===== config.mk =====
export PLATFORM = sky130hd
export DESIGN_NAME = multicycle_control_flat
export DESIGN_NICKNAME = d
export VERILOG_FILES = /design/src/rtl/mips_ctrl_pkg.sv /design/src/rtl/multicycle_control_if.sv /design/src/rtl/multicycle_control_alu_decoder.sv /design/src/rtl/multicycle_control.sv /design/src/flat_wrapper.sv
export SDC_FILE = /design/constraint.sdc
export NUM_CORES = 1
export LEC_CHECK = 0
export ABC_AREA = 1
export ABC_CLOCK_PERIOD_IN_PS = 3900
export CAP_MARGIN = 20
export CORE_UTILIZATION = 56
export CTS_BUF_LIST = sky130_fd_sc_hd__clkbuf_4 sky130_fd_sc_hd__clkbuf_8
export DETAILED_ROUTE_END_ITERATION = 8
export MAX_ROUTING_LAYER = met4
export PLACE_DENSITY_LB_ADDON = 0.12
export SLEW_MARGIN = 10
export SYNTH_ARGS = -nofsm -noshare
export SYNTH_HDL_FRONTEND = slang
export SYNTH_SLANG_ARGS = --single-unit

===== constraint.sdc =====
create_clock -name clk -period 3.9 [get_ports clk]
set_input_delay 0.39 -clock clk [delete_from_list [all_inputs] [get_ports clk]]
set_output_delay 0.39 -clock clk [all_outputs]
set_load 0.005 [all_outputs]

===== src/rtl/mips_ctrl_pkg.sv =====
// Shared types and encodings for the multicycle MIPS control unit.
package mips_ctrl_pkg;

    // Control FSM states; encoding is visible on state_o for debug.
    typedef enum logic [3:0] {
        FETCH     = 4'd0,
        DECODE    = 4'd1,
        MEM_ADDR  = 4'd2,
        MEM_READ  = 4'd3,
        MEM_WB    = 4'd4,
        MEM_WRITE = 4'd5,
        R_EXEC    = 4'd6,
        R_WB      = 4'd7,
        I_EXEC    = 4'd8,
        I_WB      = 4'd9,
        BRANCH    = 4'd10,
        JUMP      = 4'd11
    } state_t;

    // Which table the ALU decoder should consult this cycle.
    typedef enum logic [1:0] {
        CLS_NONE = 2'd0,
        CLS_R    = 2'd1,
        CLS_I    = 2'd2,
        CLS_BR   = 2'd3
    } alu_cls_t;

    localparam logic [3:0] ALU_ADD  = 4'd0;
    localparam logic [3:0] ALU_SUB  = 4'd1;
    localparam logic [3:0] ALU_MULT = 4'd2;
    localparam logic [3:0] ALU_DIV  = 4'd3;
    localparam logic [3:0] ALU_AND  = 4'd4;
    localparam logic [3:0] ALU_OR   = 4'd5;
    localparam logic [3:0] ALU_NOT  = 4'd6;
    localparam logic [3:0] ALU_SL   = 4'd7;
    localparam logic [3:0] ALU_SR   = 4'd8;
    localparam logic [3:0] ALU_SLT  = 4'd9;
    localparam logic [3:0] ALU_BEQ  = 4'd10;
    localparam logic [3:0] ALU_BNE  = 4'd11;
    localparam logic [3:0] ALU_BGT  = 4'd12;
    localparam logic [3:0] ALU_BLT  = 4'd13;
    localparam logic [3:0] ALU_BGE  = 4'd14;
    localparam logic [3:0] ALU_BLE  = 4'd15;

    localparam logic [5:0] OP_R    = 6'h00;
    localparam logic [5:0] OP_LW   = 6'h23;
    localparam logic [5:0] OP_SW   = 6'h2B;
    localparam logic [5:0] OP_ADDI = 6'h08;
    localparam logic [5:0] OP_ANDI = 6'h0C;
    localparam logic [5:0] OP_ORI  = 6'h0D;
    localparam logic [5:0] OP_SLTI = 6'h0A;
    localparam logic [5:0] OP_BEQ  = 6'h04;
    localparam logic [5:0] OP_BNE  = 6'h05;
    localparam logic [5:0] OP_BGT  = 6'h07;
    localparam logic [5:0] OP_BLT  = 6'h16;
    localparam logic [5:0] OP_BGE  = 6'h17;
    localparam logic [5:0] OP_BLE  = 6'h06;
    localparam logic [5:0] OP_J    = 6'h02;

    localparam logic [5:0] FN_ADD  = 6'h20;
    localparam logic [5:0] FN_SUB  = 6'h22;
    localparam logic [5:0] FN_MULT = 6'h18;
    localparam logic [5:0] FN_DIV  = 6'h1A;
    localparam logic [5:0] FN_AND  = 6'h24;
    localparam logic [5:0] FN_OR   = 6'h25;
    localparam logic [5:0] FN_NOT  = 6'h27;
    localparam logic [5:0] FN_SLL  = 6'h00;
    localparam logic [5:0] FN_SRL  = 6'h02;
    localparam logic [5:0] FN_SLT  = 6'h2A;

endpackage


===== src/rtl/multicycle_control_if.sv =====
// Control bus between the instruction register/ULA and the control FSM.
// There is no valid/ready handshake: the controller drives a fresh set of
// strobes every cycle and the datapath acts on them at the next rising edge.
interface multicycle_control_if #(
    parameter int CNT_W = 32
);
    logic [5:0]       opcode;
    logic [5:0]       funct;
    logic             Zero;
    logic [3:0]       ALUOp;
    logic             ALUSrcA;
    logic [1:0]       ALUSrcB;
    logic             IorD;
    logic             MemRead;
    logic             MemWrite;
    logic             IRWrite;
    logic             RegDst;
    logic             MemtoReg;
    logic             RegWrite;
    logic [1:0]       PCSource;
    logic             pc_en;
    logic             illegal;
    logic [3:0]       state_o;
    logic [CNT_W-1:0] retired;

    modport master (
        input  opcode, funct, Zero,
        output ALUOp, ALUSrcA, ALUSrcB, IorD, MemRead, MemWrite, IRWrite,
               RegDst, MemtoReg, RegWrite, PCSource, pc_en, illegal,
               state_o, retired
    );

    modport slave (
        output opcode, funct, Zero,
        input  ALUOp, ALUSrcA, ALUSrcB, IorD, MemRead, MemWrite, IRWrite,
               RegDst, MemtoReg, RegWrite, PCSource, pc_en, illegal,
               state_o, retired
    );
endinterface


===== src/rtl/multicycle_control_alu_decoder.sv =====
// Maps R-type funct, I-type opcode or branch opcode to a ULA operation.
module alu_decoder
    import mips_ctrl_pkg::*;
(
    input  alu_cls_t   cls,
    input  logic [5:0] opcode,
    input  logic [5:0] funct,
    output logic [3:0] alu_op,
    output logic       valid
);

    // Table lookup; valid drops when the selected table has no entry.
    always_comb begin
        alu_op = ALU_ADD;
        valid  = 1'b1;
        case (cls)
            CLS_R: begin
                case (funct)
                    FN_ADD:  alu_op = ALU_ADD;
                    FN_SUB:  alu_op = ALU_SUB;
                    FN_MULT: alu_op = ALU_MULT;
                    FN_DIV:  alu_op = ALU_DIV;
                    FN_AND:  alu_op = ALU_AND;
                    FN_OR:   alu_op = ALU_OR;
                    FN_NOT:  alu_op = ALU_NOT;
                    FN_SLL:  alu_op = ALU_SL;
                    FN_SRL:  alu_op = ALU_SR;
                    FN_SLT:  alu_op = ALU_SLT;
                    default: valid  = 1'b0;
                endcase
            end
            CLS_I: begin
                case (opcode)
                    OP_ADDI: alu_op = ALU_ADD;
                    OP_ANDI: alu_op = ALU_AND;
                    OP_ORI:  alu_op = ALU_OR;
                    OP_SLTI: alu_op = ALU_SLT;
                    default: valid  = 1'b0;
                endcase
            end
            CLS_BR: begin
                case (opcode)
                    OP_BEQ:  alu_op = ALU_BEQ;
                    OP_BNE:  alu_op = ALU_BNE;
                    OP_BGT:  alu_op = ALU_BGT;
                    OP_BLT:  alu_op = ALU_BLT;
                    OP_BGE:  alu_op = ALU_BGE;
                    OP_BLE:  alu_op = ALU_BLE;
                    default: valid  = 1'b0;
                endcase
            end
            default: ;
        endcase
    end

endmodule


===== src/rtl/multicycle_control.sv =====
// Multicycle MIPS control FSM with retired-instruction counter.
module multicycle_control
    import mips_ctrl_pkg::*;
#(
    parameter int CNT_W = 32
)(
    input  logic clk,
    input  logic rst,
    multicycle_control_if.master bus
);

    state_t           state, next_state;
    alu_cls_t         cls;
    logic [3:0]       dec_op, alu_op;
    logic             dec_valid;
    logic [CNT_W-1:0] retired_q;
    logic             retire, bad_instr;
    logic             src_a, iord, mem_rd, mem_wr, ir_wr;
    logic             reg_dst, mem_to_reg, reg_wr, pc_write, pc_write_cond;
    logic [1:0]       src_b, pc_src;

    alu_decoder u_dec (
        .cls    (cls),
        .opcode (bus.opcode),
        .funct  (bus.funct),
        .alu_op (dec_op),
        .valid  (dec_valid)
    );

    // Decoder table select; DECODE peeks at the R table to vet funct early.
    always_comb begin
        cls = CLS_NONE;
        case (state)
            DECODE: cls = (bus.opcode == OP_R) ? CLS_R : CLS_NONE;
            R_EXEC: cls = CLS_R;
            I_EXEC: cls = CLS_I;
            BRANCH: cls = CLS_BR;
            default: cls = CLS_NONE;
        endcase
    end

    // State register and retired-instruction counter.
    always_ff @(posedge clk) begin
        if (rst) begin
            state     <= FETCH;
            retired_q <= '0;
        end else begin
            state <= next_state;
            if (retire) retired_q <= retired_q + 1'b1;
        end
    end

    // Next state and Moore control decode.
    always_comb begin
        next_state    = state;
        alu_op        = ALU_ADD;
        src_a         = 1'b0;
        src_b         = 2'b00;
        iord          = 1'b0;
        mem_rd        = 1'b0;
        mem_wr        = 1'b0;
        ir_wr         = 1'b0;
        reg_dst       = 1'b0;
        mem_to_reg    = 1'b0;
        reg_wr        = 1'b0;
        pc_src        = 2'b00;
        pc_write      = 1'b0;
        pc_write_cond = 1'b0;
        retire        = 1'b0;
        bad_instr     = 1'b0;
        case (state)
            FETCH: begin
                mem_rd     = 1'b1;
                ir_wr      = 1'b1;
                src_b      = 2'b01;
                pc_write   = 1'b1;
                next_state = DECODE;
            end
            DECODE: begin
                src_b      = 2'b11;
                next_state = FETCH;
                case (bus.opcode)
                    OP_R: begin
                        if (dec_valid) next_state = R_EXEC;
                        else           bad_instr  = 1'b1;
                    end
                    OP_LW, OP_SW:                     next_state = MEM_ADDR;
                    OP_ADDI, OP_ANDI, OP_ORI, OP_SLTI: next_state = I_EXEC;
                    OP_BEQ, OP_BNE, OP_BGT,
                    OP_BLT, OP_BGE, OP_BLE:           next_state = BRANCH;
                    OP_J:                              next_state = JUMP;
                    default:                           bad_instr  = 1'b1;
                endcase
            end
            MEM_ADDR: begin
                src_a      = 1'b1;
                src_b      = 2'b10;
                next_state = (bus.opcode == OP_LW) ? MEM_READ : MEM_WRITE;
            end
            MEM_READ: begin
                mem_rd     = 1'b1;
                iord       = 1'b1;
                next_state = MEM_WB;
            end
            MEM_WB: begin
                reg_wr     = 1'b1;
                mem_to_reg = 1'b1;
                retire     = 1'b1;
                next_state = FETCH;
            end
            MEM_WRITE: begin
                mem_wr     = 1'b1;
                iord       = 1'b1;
                retire     = 1'b1;
                next_state = FETCH;
            end
            R_EXEC: begin
                src_a      = 1'b1;
                alu_op     = dec_op;
                next_state = R_WB;
            end
            R_WB: begin
                reg_wr     = 1'b1;
                reg_dst    = 1'b1;
                retire     = 1'b1;
                next_state = FETCH;
            end
            I_EXEC: begin
                src_a      = 1'b1;
                src_b      = 2'b10;
                alu_op     = dec_op;
                next_state = I_WB;
            end
            I_WB: begin
                reg_wr     = 1'b1;
                retire     = 1'b1;
                next_state = FETCH;
            end
            BRANCH: begin
                src_a         = 1'b1;
                alu_op        = dec_op;
                pc_src        = 2'b01;
                pc_write_cond = 1'b1;
                retire        = 1'b1;
                next_state    = FETCH;
            end
            JUMP: begin
                pc_src     = 2'b10;
                pc_write   = 1'b1;
                retire     = 1'b1;
                next_state = FETCH;
            end
            default: next_state = FETCH;
        endcase
    end

    // Output stage: everything is held at zero while reset is asserted.
    always_comb begin
        bus.ALUOp    = '0;
        bus.ALUSrcA  = 1'b0;
        bus.ALUSrcB  = '0;
        bus.IorD     = 1'b0;
        bus.MemRead  = 1'b0;
        bus.MemWrite = 1'b0;
        bus.IRWrite  = 1'b0;
        bus.RegDst   = 1'b0;
        bus.MemtoReg = 1'b0;
        bus.RegWrite = 1'b0;
        bus.PCSource = '0;
        bus.pc_en    = 1'b0;
        bus.illegal  = 1'b0;
        bus.state_o  = '0;
        bus.retired  = '0;
        if (!rst) begin
            bus.ALUOp    = alu_op;
            bus.ALUSrcA  = src_a;
            bus.ALUSrcB  = src_b;
            bus.IorD     = iord;
            bus.MemRead  = mem_rd;
            bus.MemWrite = mem_wr;
            bus.IRWrite  = ir_wr;
            bus.RegDst   = reg_dst;
            bus.MemtoReg = mem_to_reg;
            bus.RegWrite = reg_wr;
            bus.PCSource = pc_src;
            bus.pc_en    = pc_write | (pc_write_cond & bus.Zero);
            bus.illegal  = bad_instr;
            bus.state_o  = state;
            bus.retired  = retired_q;
        end
    end

endmodule


===== src/flat_wrapper.sv =====
// flat-port wrapper written by rule: the top's interface ports become plain ports
module multicycle_control_flat import mips_ctrl_pkg::*;
#(
    parameter int CNT_W = 32
)
  (clk, rst, bus_opcode, bus_funct, bus_Zero, bus_ALUOp, bus_ALUSrcA, bus_ALUSrcB, bus_IorD, bus_MemRead, bus_MemWrite, bus_IRWrite, bus_RegDst, bus_MemtoReg, bus_RegWrite, bus_PCSource, bus_pc_en, bus_illegal, bus_state_o, bus_retired);
  multicycle_control_if #(.CNT_W(CNT_W)) bus_i ();
  input  logic clk;
  input  logic rst;
  input wire logic [$bits(bus_i.opcode)-1:0] bus_opcode;
  input wire logic [$bits(bus_i.funct)-1:0] bus_funct;
  input wire logic [$bits(bus_i.Zero)-1:0] bus_Zero;
  output wire logic [$bits(bus_i.ALUOp)-1:0] bus_ALUOp;
  output wire logic [$bits(bus_i.ALUSrcA)-1:0] bus_ALUSrcA;
  output wire logic [$bits(bus_i.ALUSrcB)-1:0] bus_ALUSrcB;
  output wire logic [$bits(bus_i.IorD)-1:0] bus_IorD;
  output wire logic [$bits(bus_i.MemRead)-1:0] bus_MemRead;
  output wire logic [$bits(bus_i.MemWrite)-1:0] bus_MemWrite;
  output wire logic [$bits(bus_i.IRWrite)-1:0] bus_IRWrite;
  output wire logic [$bits(bus_i.RegDst)-1:0] bus_RegDst;
  output wire logic [$bits(bus_i.MemtoReg)-1:0] bus_MemtoReg;
  output wire logic [$bits(bus_i.RegWrite)-1:0] bus_RegWrite;
  output wire logic [$bits(bus_i.PCSource)-1:0] bus_PCSource;
  output wire logic [$bits(bus_i.pc_en)-1:0] bus_pc_en;
  output wire logic [$bits(bus_i.illegal)-1:0] bus_illegal;
  output wire logic [$bits(bus_i.state_o)-1:0] bus_state_o;
  output wire logic [$bits(bus_i.retired)-1:0] bus_retired;
  assign bus_i.opcode = bus_opcode;
  assign bus_i.funct = bus_funct;
  assign bus_i.Zero = bus_Zero;
  assign bus_ALUOp = bus_i.ALUOp;
  assign bus_ALUSrcA = bus_i.ALUSrcA;
  assign bus_ALUSrcB = bus_i.ALUSrcB;
  assign bus_IorD = bus_i.IorD;
  assign bus_MemRead = bus_i.MemRead;
  assign bus_MemWrite = bus_i.MemWrite;
  assign bus_IRWrite = bus_i.IRWrite;
  assign bus_RegDst = bus_i.RegDst;
  assign bus_MemtoReg = bus_i.MemtoReg;
  assign bus_RegWrite = bus_i.RegWrite;
  assign bus_PCSource = bus_i.PCSource;
  assign bus_pc_en = bus_i.pc_en;
  assign bus_illegal = bus_i.illegal;
  assign bus_state_o = bus_i.state_o;
  assign bus_retired = bus_i.retired;
  multicycle_control #(.CNT_W(CNT_W)) u_core (.clk(clk), .rst(rst), .bus(bus_i));
endmodule

# --- After elaboration in Yosys (flattened, before gate mapping) ---
# Index checks and enable logic that the tools add are counted.
op_classes:
  addsub: 1
  n_mux: 46
  eq_ne: 36
  reduce_logical: 16
  bitwise: 2
ops:
  columns: ["cell", "n"]
  rows:
  - ["$eq A6 B6 Y1 const B", 8]
  - ["$pmux W4 S6", 2]
  - ["$pmux W4 S9", 1]
  - ["$add A32 B1 Y32 const B", 1]
  - ["$mux W32", 1]
  - ["$mux W1", 27]
  - ["$eq A6 B3 Y1 const B", 4]
  - ["$eq A6 B4 Y1 const B", 4]
  - ["$eq A6 B5 Y1 const B", 4]
  - ["$pmux W4 S3", 2]
  - ["$pmux W4 S5", 1]
  - ["$eq A4 B3 Y1 const B", 4]
  - ["$eq A4 B4 Y1 const B", 4]
  - ["$reduce_or A13 Y1", 1]
  - ["$eq A6 B2 Y1 const B", 2]
  - ["$logic_not A6 Y1", 2]
  - ["$mux W4", 3]
  - ["$reduce_or A6 Y1", 2]
  - ["$reduce_or A10 Y1", 1]
  - ["$reduce_or A2 Y1", 5]
  - ["$eq A4 B2 Y1 const B", 2]
  - ["$pmux W2 S4", 1]
  - ["$reduce_or A4 Y1", 2]
  - ["$mux W3", 2]
  - ["12 further kinds", 15]
totals:
  inputBits: 15
  output_inout_bits: 54
  elab_cells: 103
  ff_bits: 36

# --- Logic depth before layout (Yosys ltp) ---
# Gate-level depths: netlist of run 1.
logic_depth:
  ltp_word: 9
  ltp_mapped: 12
  mapped_depth_nobuf: 12

# --- Modules after synthesis ---
# Synthesis of run 1 repeated with hierarchy kept, for this count alone.
hier_totals:
  hier_cells: 542
  area_unflattened_um2: 3010.4
modules_own_cells:
  columns: ["mod", "n_inst", "seq_area_each_um2", "cells_per_inst", "area_each_um2"]
  rows:
  - ["multicycle_control", 1, 720.7, 463, 2623.8]
  - ["alu_decoder", 1, 0.0, 79, 386.6]

# --- Least setup slack after synthesis of run 1 ---
# Ideal clock, no wire load.
synth_timing:
  path_type: "input to output"
  from: "in bus_opcode[5]"
  to: "out bus_illegal"
  path_stages: 10
  required_time_ps: 3510
  path_slack_ps: 2160
  arrival_time_ps: 1350
  path_buffers: 0
  path_cell_list: "nor2_2 -> nand2_1 -> nor2_1 -> nand2_1 -> nand3_1 -> nand2_1 -> nor2_1 -> nand2_1 -> nand2_1 -> and3_1"
synth_between:
  elab_chain_cells: 9
  elab_cells_between_ends: 29
  classes_between: "16 x eq/ne; 9 x mux; 4 x reduce/logical"
synth_rtl:
  columns: ["item", "line_no", "source"]
  rows:
  - ["from (decl)", "flat_wrapper.sv:10", "input wire logic [$bits(bus_i.opcode)-1:0] bus_opcode;"]
  - ["$logic_not A6 Y1", "multicycle_control.sv:34, multicycle_control.sv:82", null]
  - ["$mux W1", "multicycle_control.sv:34", "DECODE: cls = (bus.opcode == OP_R) ? CLS_R : CLS_NONE;"]
  - ["$pmux W2 S4", "multicycle_control.sv:33", "case (state)"]
  - ["$eq A2 B2 Y1 or $eq A2 B1 Y1 (tied branches)", "multicycle_control_alu_decoder.sv:16", "case (cls)"]
  - ["$pmux W1 S3", "multicycle_control_alu_decoder.sv:16", null]
  - ["$mux W1", "multicycle_control.sv:84", "if (dec_valid) next_state = R_EXEC;"]
  - ["$pmux W1 S2 *", "multicycle_control.sv:82", "case (bus.opcode)"]
  - ["$mux W1 *", "multicycle_control.sv:71", "case (state)"]
  - ["$mux W1 *", "multicycle_control.sv:174", "if (!rst) begin"]
  - ["to (decl)", "flat_wrapper.sv:25", "output wire logic [$bits(bus_i.illegal)-1:0] bus_illegal;"]
# Mark *: on every way between the ends. The rest lies on a longest branch, timed or not.

# --- Final worst setup path of run 1 ---
# Same ends and word-level chain as after synthesis.

==> impl_metrics.toml, run 1 <==
[outcome]
outcome = "completed"

[layout]
area_growth_pct = 28.0
layout.core_utilization = 0.759
fin_area_um2 = 3680
final_cell_count_no_fill = 637
drive_gt1_frac = 0.0561
finish.net_count = 585
number_of_diodes_added_for_antenna_fixing = 0

[synth]
post_synthesis_mean_instance_area_um2 = 5.69
primary_flip_flop_cell_chosen_by_synthesis_mapping = "dfxtp_1"
unique_masters_post_synth = 34
synth.area.top_cells = "dfxtp_1, nand2_1, nor2_1"
yosysWarnings = 0
synth_commonest_cells = "nand2_1, nor2_1, inv_1"
syn_nets = 522
synth_enable_flop_cells = 0
asyncSetResetFlopFracSynth = 0
synth_area_um2 = 2880
yosysMostFrequentCell = "nand2_1"
post_synth_inst_count = 506
synth-seq-cells = 36
yosysSeqAreaShare = 0.250
synth_top_cell_by_area = "dfxtp_1"
synth_top_area_share = 0.250

[min_path]
hold_path_class = "reg2reg"
min_delay_worst_endpoint = "u_core.retired_q[31]"
timing.hold.worst.start = "u_core.retired_q[31]"
timing.hold.worst_path_depth = 2

[grt]
globalRouteTotalUtil = 0.319
globalRoute.totalOverflow = 0
antenna_found_initial = 0
grt_pass1_wl_mm = 13.3
number_of_global_route_vias_before_repair = 2978
grt_start_max_net_pins = 59

[power]
worst_ir_drop_vdd_mv = 0.160
report.power.total_mw = 0.749
leakage_nw = 1.44
powerDensity_nw_per_um2 = 203

[setup_path]
timing.critical_path.cells = "clkdlybuf4s50_1 > nor2_2 > nand2_1 > nor2_1 > nand2_1 > nand3_1 > nand2_1 > nor2_1 > nand2_1 > nand2_1 > and3_1 > clkdlybuf4s50_1"
cp_max_fo = 8
cpMaxStageDelayCell = "clkdlybuf4s50_1"
slowest_stage_delay_on_critical_path_ps = 510
nature_of_the_critical_path_startpoint = "primary input"
crit-reg2reg-launch = "u_core.state[2]"
r2r_slack_ps = 1740
critical_path.endpoint_type = "primary output"
worst_ep_arrival_time_ps = 2520
path_class = "in2out"
rr_endpoint = "u_core.retired_q[19]"
worst-endpoint-required_ps = 3510
path_common_cell = "nand2_1"
r2r_cells = 12

[clock_network]
cts_tree = "built"
hold_buffers = 0
cts.clk_slew.worst_paths_ps = 70
number_of_h_tree_levels = 2
post_cts_resize_count = 0
clockRootBuffer = "clkbuf_8"
cts_num_sinks = 36
worst_skew_pair_latency_ps = 300
cts_made_buffers = 5
clock_path_buffers = 2
cts_setup_buffers = 0

[place]
dpl.hpwl_mm = 6.04
globalplace.congestion = 0.988
port-buffer-count = 68
detailed_place.area_um2 = 3590
placed_cells_incl_taps = 629

[sta]
setup-violations-final = 0
fmaxAchievable_mhz = 344
worst_tran_pin_value_ps = 567
maxSlewViolCount = 0
rsz0062_at_grt = "no"
slew_headroom = 0.622
period_minus_slack_ps = 2910
hold_viol = 0
timing.setup.tns_ps = 0
min_period_over_period = 0.746
clock-skew-final_ps = 12.4

[drt]
postRouteWirelength_mm = 7.95
via_count = 3414
route.detailed.drc = 0
detail_route.iter0.violations = 302
antenna_left = 0
post_drt_wl_per_cell_um = 12.5
route.detailed.vias_per_inst = 5.36
firstDrtPassIters = 5

[floorplan]
die_span_in_x_um = 73.7
chipHeight_um = 73.7
die_area_um2 = 5430
initial_core_util = 0.594
core_area_um2 = 4850
std_cell_rows = 25
top_level_ports = 69

[flow_run]
drv.max_cap_violation_count = 0
metrics by stage:
step,setup WS [ps],hold slack [ps]
5_1_grt,781,493
6_report,991,478
3_5_place_dp,1020,461
4_1_cts,1010,472
2_1_floorplan,2160,445
3_3_place_gp,1050,455
layer usage:
metal,vias to the layer above,routed length (um),track usage,share of wire
met5,-,0,-,0
met4,0,73,0.0598,0.0092
met3,12,595,0.0453,0.075
met2,148,3430,0.485,0.43
met1,1525,3850,0.450,0.48
li1,1729,-,-,-
area by class of cell:
class,instances,area [um2]
Clock buffer,5,68.8
Clock inverter,3,18.8
Fill cell,401,1170
Inverter,86,323
Multi-Input combinational cell,370,1780
Sequential cell,36,721
Tap cell,67,83.8
Timing Repair Buffer,70,691
report_power, final:
part | switching [mW] | leakage (nW) | total (mW) | internal, mW
clock network | 0.140 | 0.0479 | 0.264 | 0.124
logic | 0.0670 | 1.10 | 0.111 | 0.0443
registers | 0.00316 | 0.290 | 0.373 | 0.370
registers in the layout, indices dropped and copies added, names as in the netlist:
| register | count |
|---|---|
| u_core.retired_q | 32 |
| u_core.state | 4 |
cell usage in the layout, fill, tap and decap left out, types with 3 or more instances in the layout:
master	Yosys	routed
a21oi_1	39	39
a31oi_1	6	6
clkbuf_8	0	5
clkdlybuf4s50_1	0	67
dfxtp_1	36	36
inv_1	81	81
inv_2	4	4
nand2_1	111	111
nand3_1	26	26
nand4_1	11	11
nor2_1	93	93
nor2_2	5	5
nor3_1	26	26
o211ai_1	3	3
o21ai_0	14	14
xor2_1	14	14
worst max-delay path by stage:
stage / from / endpoint / cells past startpoint
after floorplan: bus_opcode[5] / bus_illegal / 10
after global placement: bus_opcode[5] / bus_illegal / 12
after detailed placement: bus_opcode[5] / bus_illegal / 12
after CTS: bus_opcode[5] / bus_illegal / 12
after global routing: bus_opcode[5] / bus_ALUOp[0] / 9
final: bus_opcode[5] / bus_illegal / 12
kinds of logic after synthesis:
family,after synthesis,synth area share
AOI/OAI and AO/OA,67,0.126
xor gates and xnor gates,14,0.0426
adders and majority gates,1,0.00435
buffers and inverters,100,0.132
DFF,36,0.250
and+or+nand+nor,288,0.445
worst max-delay path: cells and delay by family:
kind | cells | cell delay, ps
buffers and inverters | 2 | 960
and+or+nand+nor | 10 | 1160
No activity file was read; power rests on OpenSTA's default activity.
==> run 2: changes to the inputs <==
Settings changed: ABC_CLOCK_PERIOD_IN_PS 3900 to 2700, CORE_UTILIZATION 56 to 52.
Clock period 3.9 ns to 2.7 ns, I/O delays scaled along.
==> run 2 against run 1 <==
Compared with the run above:
- sequential share of layout area is 0.43 points lower
- sequential cell count stayed put
- worst hold slack better by 6.0 ps
- combinational power is 51% higher
- clock skew is 8.9 ps lower
- routed wire length is 2.8% higher
- final area is 2.2% higher
==> impl_metrics.toml, run 2 (synthesis results as in run 1) <==
[power]
combPwrFrac = 0.147
share_of_power_burned_in_the_clock_network = 0.379
report.power.total_mw = 1.14
netSwitchingPower_mw = 0.308
pwr-share-seq = 0.474
p_int_mw = 0.831
worst_ir_drop_vdd_mv = 0.210
powerDensity_nw_per_um2 = 302
leakage_nw = 1.51
p_sw_frac = 0.270

[grt]
number_of_global_route_vias_before_repair = 3058
globalRouteTotalUtil = 0.295
globalRoute.totalOverflow = 0
antenna_found_initial = 0
grt_pass1_wl_mm = 13.8
grt_start_max_net_pins = 42

[setup_path]
cp_max_fo = 6
nature_of_the_critical_path_startpoint = "primary input"
worst_ep_arrival_time_ps = 2360
worst-endpoint-required_ps = 2430
rr_endpoint = "u_core.retired_q[18]"
critical_path.endpoint_type = "primary output"
r2r_slack_ps = 640
r2r_cells = 8
path_class = "in2out"
crit-reg2reg-launch = "u_core.retired_q[0]"

[sta]
clock-skew-final_ps = 3.53
hold_viol = 0
final.hold.worst_slack_ps = 484
worst_tran_pin_value_ps = 438
setup-violations-final = 0
fmaxAchievable_mhz = 380
min_period_over_period = 0.976
period_minus_slack_ps = 2630
slew_headroom = 0.708
layout_setup_ws_ps = 65.0
maxSlewViolCount = 0

[layout]
layout_common_cells = "nand2_1, nor2_1, inv_1"
reg_top3 = "u_core.retired_q: 32 flops, u_core.state: 4 flops"
registers.top_by_ff_count = "u_core.retired_q"
drive_gt1_frac = 0.0733
finish.net_count = 588
number_of_diodes_added_for_antenna_fixing = 0
largest_register_ffs = 32
filler_cell_count = 478
mostFrequentLayoutCell = "nand2_1"
area_growth_pct = 30.8

[min_path]
min_delay_worst_endpoint = "u_core.retired_q[31]"
hold_path_class = "reg2reg"
timing.hold.worst.start = "u_core.retired_q[31]"
timing.hold.worst_path_depth = 2

[drt]
via_count = 3386
detail_route.iter0.violations = 233
postRouteWirelength_mm = 8.17
post_drt_wl_per_cell_um = 12.7
antenna_left = 0
route.detailed.vias_per_inst = 5.27
firstDrtPassIters = 5
route.detailed.drc = 0

[floorplan]
core_area_um2 = 5200
chipHeight_um = 76.4
die_area_um2 = 5840
die_span_in_x_um = 76.4
std_cell_rows = 26
top_level_ports = 69
initial_core_util = 0.553

[outcome]
outcome = "completed"

[clock_network]
hold_buffers = 0
cts.clk_slew.worst_paths_ps = 70
clockRootBuffer = "clkbuf_8"
cts_tree = "built"
post_cts_resize_count = 0
number_of_h_tree_levels = 2
cts_setup_buffers = 0
clock_path_buffers = 2
worst_skew_pair_latency_ps = 290
cts_num_sinks = 36
cts_made_buffers = 5

[place]
dpl.hpwl_mm = 6.06
port-buffer-count = 68
detailedPlace.worstSlack_ps = 90.8
globalplace.congestion = 0.969

[flow_run]
drv.max_cap_violation_count = 0
==> run 2: changes by cell type in the layout (fill, tap and decap cells not counted), sizes merged <==
cell / delta
dlymetal6s2s: +4
clkinv: -3
clkbuf: +3
clkdlybuf4s50: -4
buf: +3
==> run 2: worst max path at each step <==
stage	from	end	slack, ps
final	bus_opcode[2]	bus_illegal	70
after global routing	bus_opcode[2]	bus_illegal	-30
after CTS	u_core.state[3]	bus_illegal	40
after detailed placement	bus_opcode[5]	bus_ALUOp[0]	90
after global placement	bus_opcode[5]	bus_illegal	130
after floorplan	u_core.retired_q[0]	u_core.retired_q[18]	1030
==> run 2: metrics by stage <==
step	TNS [ps]	utilization	cells	cell area, um2
after global placement	0	0.696	635	3620
after global routing	-34.1	0.723	643	3760
after detailed placement	0	0.696	635	3620
after floorplan	0	-	506	2880
after CTS	0	0.714	643	3720
final	0	0.723	643	3760
==> run 2: area by class of cell <==
cell class / instances / area (um2) / area share
clock buffer: 8 / 97.6 / 0.0259
inverter: 86 / 323 / 0.0857
multi-input combinational: 370 / 1810 / 0.482
sequential: 36 / 721 / 0.191
tap: 70 / 87.6 / 0.0233
timing repair buffer: 73 / 723 / 0.192
==> run 2: power groups by stage <==
stage | clock network (mW) | logic (mW) | registers, mW
after floorplan | 0 | 0.0879 | 0.550
after global placement | 0 | 0.157 | 0.551
after detailed placement | 0 | 0.159 | 0.552
after CTS | 0.436 | 0.161 | 0.539
after global routing | 0.463 | 0.185 | 0.540
final | 0.431 | 0.168 | 0.539
==> run 2: layer usage <==
layer  GRT usage  up-vias  wire length [um]
met5           -        -                 0
met4      0.0538        0                71
met3      0.0347        9               556
met2       0.454      126              3590
met1       0.417     1518              3950
li1            -     1733                 -
==> run 2: worst max-delay path: stages <==
cell and delay, ps:
clkdlybuf4s50_1 560, inv_1 110, nor2_4 130, nand3_1 160
nand3_2 140, nand2_1 90, nand2_1 80, nor2_1 40
nand2_1 80, nand2_1 80, and3_1 160, clkdlybuf4s50_1 440
==> run 3: changes to the inputs <==
Settings changed: CTS_CLUSTER_SIZE from default to 25.
==> results of run 3 <==
Final layout, timing and power as in run 2 (identical DEF).
